`src/rtl/indication_word_serializer_if.sv`:
```
// indication_word_serializer_if: message enqueue and word-output signals of the serializer.
interface indication_word_serializer_if;
  logic        pipe_enq_ena;
  logic [95:0] pipe_enq_v;
  logic        pipe_enq_rdy;
  logic        out_word_ena;
  logic [31:0] out_word_data;
  logic        out_word_last;
  logic        out_word_rdy;
  logic [31:0] msg_count;
  modport slave (
    input  pipe_enq_ena, pipe_enq_v, out_word_rdy,
    output pipe_enq_rdy, out_word_ena, out_word_data, out_word_last, msg_count
  );
  modport master (
    output pipe_enq_ena, pipe_enq_v, out_word_rdy,
    input  pipe_enq_rdy, out_word_ena, out_word_data, out_word_last, msg_count
  );
endinterface

```
`src/rtl/indication_word_serializer.sv`:
```
// indication_word_serializer: buffers 96-bit messages in a 2-entry FIFO and emits each as tag, method, value words.
module indication_word_serializer (
  input logic                         CLK,
  input logic                         nRST,
  indication_word_serializer_if.slave bus
);
  typedef enum logic [1:0] {TAG = 2'd0, METH = 2'd1, VAL = 2'd2} phase_e;
  logic [95:0] mem_q [2];
  logic        head_q, head_d, tail_q, tail_d;
  logic [1:0]  cnt_q, cnt_d;
  phase_e      phase_q, phase_d;
  logic [31:0] msg_count_q, msg_count_d;
  logic        enq, deq, pop;
  logic [95:0] head_word;
  assign bus.pipe_enq_rdy = cnt_q != 2'd2;
  assign bus.out_word_ena = cnt_q != 2'd0;
  assign bus.msg_count    = msg_count_q;
  always_comb begin
    head_word = mem_q[head_q];
    enq = bus.pipe_enq_ena & bus.pipe_enq_rdy;
    deq = bus.out_word_ena & bus.out_word_rdy;
    pop = deq & (phase_q == VAL);
    bus.out_word_data = !bus.out_word_ena ? 32'd0 :
                        phase_q == TAG    ? head_word[31:0] :
                        phase_q == METH   ? head_word[63:32] : head_word[95:64];
    bus.out_word_last = bus.out_word_ena & (phase_q == VAL);
    head_d = head_q ^ pop;
    tail_d = tail_q ^ enq;
    cnt_d = cnt_q + {1'b0, enq} - {1'b0, pop};
    phase_d = pop ? TAG : deq ? (phase_q == TAG ? METH : VAL) : phase_q;
    msg_count_d = msg_count_q + {31'd0, pop};
  end
  always_ff @(posedge CLK) begin
    if (!nRST) begin
      mem_q[0]    <= '0;
      mem_q[1]    <= '0;
      head_q      <= 1'b0;
      tail_q      <= 1'b0;
      cnt_q       <= 2'd0;
      phase_q     <= TAG;
      msg_count_q <= '0;
    end else begin
      if (enq) mem_q[tail_q] <= bus.pipe_enq_v;
      head_q      <= head_d;
      tail_q      <= tail_d;
      cnt_q       <= cnt_d;
      phase_q     <= phase_d;
      msg_count_q <= msg_count_d;
    end
  end
endmodule

```
`src/flat_wrapper.sv`:
```
// flat-port wrapper written by rule: the top's interface ports become plain ports
module indication_word_serializer_flat 
  (CLK, nRST, bus_pipe_enq_ena, bus_pipe_enq_v, bus_out_word_rdy, bus_pipe_enq_rdy, bus_out_word_ena, bus_out_word_data, bus_out_word_last, bus_msg_count);
  indication_word_serializer_if bus_i ();
  input logic CLK;
  input logic nRST;
  input wire logic [$bits(bus_i.pipe_enq_ena)-1:0] bus_pipe_enq_ena;
  input wire logic [$bits(bus_i.pipe_enq_v)-1:0] bus_pipe_enq_v;
  input wire logic [$bits(bus_i.out_word_rdy)-1:0] bus_out_word_rdy;
  output wire logic [$bits(bus_i.pipe_enq_rdy)-1:0] bus_pipe_enq_rdy;
  output wire logic [$bits(bus_i.out_word_ena)-1:0] bus_out_word_ena;
  output wire logic [$bits(bus_i.out_word_data)-1:0] bus_out_word_data;
  output wire logic [$bits(bus_i.out_word_last)-1:0] bus_out_word_last;
  output wire logic [$bits(bus_i.msg_count)-1:0] bus_msg_count;
  assign bus_i.pipe_enq_ena = bus_pipe_enq_ena;
  assign bus_i.pipe_enq_v = bus_pipe_enq_v;
  assign bus_i.out_word_rdy = bus_out_word_rdy;
  assign bus_pipe_enq_rdy = bus_i.pipe_enq_rdy;
  assign bus_out_word_ena = bus_i.out_word_ena;
  assign bus_out_word_data = bus_i.out_word_data;
  assign bus_out_word_last = bus_i.out_word_last;
  assign bus_msg_count = bus_i.msg_count;
  indication_word_serializer u_core (.CLK(CLK), .nRST(nRST), .bus(bus_i));
endmodule
```
`config.mk`:
```
export PLATFORM = sky130hd
export DESIGN_NAME = indication_word_serializer_flat
export DESIGN_NICKNAME = d
export VERILOG_FILES = /design/src/rtl/indication_word_serializer_if.sv /design/src/rtl/indication_word_serializer.sv /design/src/flat_wrapper.sv
export SDC_FILE = /design/constraint.sdc
export NUM_CORES = 1
export LEC_CHECK = 0
export ABC_AREA = 1
export ABC_CLOCK_PERIOD_IN_PS = 5220
export CAP_MARGIN = 30
export CORE_UTILIZATION = 30
export DETAILED_ROUTE_END_ITERATION = 8
export HOLD_SLACK_MARGIN = 0.06
export PLACE_DENSITY = 0.48
export SLEW_MARGIN = 15
export SYNTH_ARGS = -nofsm -noshare
export SYNTH_HDL_FRONTEND = slang
export SYNTH_SLANG_ARGS = --single-unit
```
`constraint.sdc`:
```
create_clock -name CLK -period 5.22 [get_ports CLK]
set_input_delay 0.783 -clock CLK [delete_from_list [all_inputs] [get_ports CLK]]
set_output_delay 0.783 -clock CLK [all_outputs]
set_load 0.02 [all_outputs]
```
==> impl_metrics.py <==
metrics = {
    "logic_synthesis": {
        "syn_area_per_cell_um2": 8.66,
        "synthTopCellsByCount": "nor2_1 (304), inv_1 (228), edfxtp_1 (192)",
        "yosysTopAreaCell": "edfxtp_1",
        "yosys-top-cells-area": "edfxtp_1 (53%), nor2_1 (10%), inv_1 (7.8%)",
        "ys_types": 31,
        "synth.most_common_cell": "nor2_1",
        "synthesis.nets": 1372,
        "synth-edff-count": 192,
        "netlist_area_um2": 11000,
        "synth_top_area_share_pct": 52.6,
        "synth_warnings": 0,
        "synth-seq-area-share_pct": 59.7,
        "async_reset_ff_share_pct": 0,
        "synth-main-ff-cell": "edfxtp_1",
        "synth.ff_latch_count": 231,
        "postSynthCellCount": 1267,
    },
    "worst_setup_path": {
        "r2r-end": "u_core.bus.msg_count[24]$_SDFF_PN0_",
        "cpMaxStageDelayCell": "clkdlybuf4s50_1",
        "start_kind": "flip-flop",
        "r2r_slack_ns": 2.40,
        "critPathMaxFanout": 59,
        "crit_family": "buffers and inverters",
        "worstSetupPathType": "flip-flop to output port",
        "path_buf_inv": 4,
        "cp_cell_sequence": "inv_1 > nand2_4 > buf_12 > a21oi_1 > o21ai_0 > nand3_1 > nand2_1 > inv_1 > clkdlybuf4s50_1",
        "critical_path_arrival_ns": 3.04,
        "critPathLaunch": "u_core.phase_q[1]$_SDFFE_PP0P_",
        "cp_common_cell": "inv_1",
        "r2r_cells": 14,
        "required_ns": 4.44,
        "cpPeakStageDelay_ns": 0.60,
        "cp-end-kind": "output port",
        "rr_startpoint": "u_core.cnt_q[1]$_SDFF_PN0_",
    },
    "finish": {
        "stdcell_area_um2": 14000,
        "antennaDiodeCount": 0,
        "postLayoutCoreUtil_pct": 39.2,
        "final_nets": 1524,
        "fillers": 3701,
        "drive_gt1_share_pct": 4.72,
        "regArea_um2": 6550,
        "area_delta_synth_final_pct": 27.8,
        "multiInputGateArea_um2": 3280,
    },
    "power_and_ir_drop": {
        "pwr-share-comb_pct": 13.6,
        "swShare_pct": 24.8,
        "ir_worst_vdd_mv": 0.228,
        "leakage_nw": 6.06,
        "clock_power_share_pct": 40.4,
        "power_density_nw_per_um2": 335,
        "power.internal_w": 0.00353,
        "power_frac_seq_pct": 46.0,
        "p_switching_w": 0.00116,
    },
    "worst_hold_path": {
        "holdCritPathClass": "flip-flop to flip-flop",
        "whs_path_depth": 2,
        "hold-path-endpoint": "u_core.bus.msg_count[5]$_SDFF_PN0_",
        "hold_path.startpoint": "u_core.bus.msg_count[5]$_SDFF_PN0_",
    },
    "drt": {
        "postRouteAntennaNets": 0,
        "drt_iter0_drc": 560,
        "firstDrtPassIters": 7,
        "routedWlPerCell_um": 15.6,
        "routed_wl_mm": 29.7,
        "vias_per_cell": 4.46,
        "drc": 11,
        "vias": 8473,
    },
    "global_route": {
        "antenna_found_initial": 1,
        "grt_overflow": 0,
        "grt_usage_pct": 15.9,
        "grt_pass1_vias": 8525,
        "grt_max_degree": 73,
        "grt_pass1_wl_mm": 47.0,
    },
    "floorplan": {
        "rows": 69,
        "die_area_um2": 37300,
        "die_x_um": 193,
        "die_h_um": 193,
        "io_pins": 167,
        "coreArea_um2": 35700,
        "start_util_pct": 30.7,
    },
    "clock_network": {
        "cts_resized": 0,
        "cts_inserted_buffers": 28,
        "clock_sinks": 231,
        "clkTransAtPathRegs_ns": 0.06,
        "cts_tree": "built",
        "cts_max_level": 1,
        "clkLatencyLatePin_ns": 0.54,
        "cts_hold_buffers": 0,
        "clockRootBuffer": "clkbuf_16",
        "post_cts_buffers": 0,
        "cts_buffer_depth": 3,
    },
    "sta": {
        "worst-slew-pin-transition_ns": 0.936,
        "maxSlewViolCount": 0,
        "rsz0062_at_grt": "false",
        "slew_headroom_pct": 37.6,
        "setup_viol": 0,
        "hold_viol": 0,
        "setup_tns_ns": 0,
        "fin_crit_sh_pct": 73.2,
        "period_minus_slack_ns": 3.82,
        "fmax_mhz": 262,
        "finClkSkew_ns": 0.0292,
    },
    "flow_run": {
        "drv_cap": 0,
    },
    "place": {
        "dpl.hpwl_mm": 18.6,
        "dpl_cell_area_um2": 13100,
        "io_buffer_count": 166,
        "gp_congestion": 0.819,
    },
    "status": {
        "status": "finished with violations",
        "violations": "DRC",
    },
}
## worst max-delay path by stage
stage / end / slack, ns / cells past startpoint
3_5_place_dp: bus_out_word_data[23] / 1.91 / 9
2_1_floorplan: u_core.mem_q[0][0]$_SDFFCE_PN0P_ / 1.34 / 6
4_1_cts: bus_out_word_data[23] / 1.32 / 9
6_report: bus_out_word_data[20] / 1.40 / 9
3_3_place_gp: bus_out_word_data[14] / 1.80 / 8
5_1_grt: bus_out_word_data[28] / 1.14 / 9
## layer usage
metal,share of wire [%],up-vias,track usage [%]
met5,0.047,-,0
met4,1.2,2,2.90
met3,4.5,30,2.56
met2,48,172,28.1
met1,46,3965,20.6
li1,-,4304,-
## registers in the layout, summed over array words and instances (netlist names), named ones only
| name | count |
|---|---|
| u_core.phase_q | 2 |
| u_core.mem_q | 192 |
| u_core.cnt_q | 2 |
| u_core.tail_q | 1 |
| u_core.head_q | 1 |
| u_core.bus.msg_count | 32 |
## cells by family after synthesis
logic type | count (synthesis) | synth area share [%]
simple gates | 579 | 21.0
buf+inv | 288 | 10.8
flops | 231 | 59.7
compound gates | 159 | 7.51
xor+xnor | 5 | 0.399
fa+ha+maj | 5 | 0.570
## final cells by class
type / count / area share, %
multi-input combinational: 748 / 23.4
inverter: 229 / 6.13
clock buffer: 41 / 5.71
clock inverter: 10 / 0.696
tap: 461 / 4.11
sequential: 231 / 46.7
timing repair buffer: 181 / 13.2
## metrics by stage
step / worst slack (ns) / cells / hold slack, ns / power [W]
6_report: 1.40 / 1901 / 0.503 / 0.00470
5_1_grt: 1.14 / 1901 / 0.544 / 0.00491
2_1_floorplan: 1.34 / 1267 / 0.472 / 0.00256
3_5_place_dp: 1.91 / 1850 / 0.491 / 0.00285
4_1_cts: 1.32 / 1901 / 0.509 / 0.00477
3_3_place_gp: 1.80 / 1847 / 0.488 / 0.00283
## cells in the final DEF, fill, tap and decap left out, types with 4 or more instances in the layout
master           synthesis  routed
ha_1                     5       5
clkdlybuf4s50_1          0     166
o211ai_1                 8       8
a21oi_1                 70      70
nand2_1                190     186
edfxtp_1               192     192
xor2_1                   4       4
buf_4                    3      10
nor2_1                 304     304
clkbuf_16                0      29
o21ai_1                 14      14
o21ai_0                 64      64
clkbuf_1                13       9
nand3_1                 68      68
dfxtp_1                 39      38
inv_1                  228     228
nor2_2                   5       4
clkinv_1                 0       5
nand2_4                  0       4
## worst reg2reg max path, cell delays in order, from the launching register on
cell and delay, ns:
dfxtp_1 0.38, inv_1 0.07, nand2_2 0.40, buf_16 0.24
nand3_1 0.17, inv_1 0.16, ha_1 0.22, ha_1 0.19
nand2_1 0.08, nor2_2 0.17, nand2_2 0.13, nor2_2 0.27
nand3_1 0.11, nand2_1 0.07, nor2_1 0.04
## power by group through the flow
stage          Clock [W]  Sequential, W  Combinational (W)
6_report         0.00190        0.00216           0.000638
5_1_grt          0.00203        0.00217           0.000710
4_1_cts          0.00195        0.00216           0.000656
3_5_place_dp           0        0.00220           0.000653
3_3_place_gp           0        0.00220           0.000635
2_1_floorplan          0        0.00220           0.000360
(Power assumes the default switching activity.)
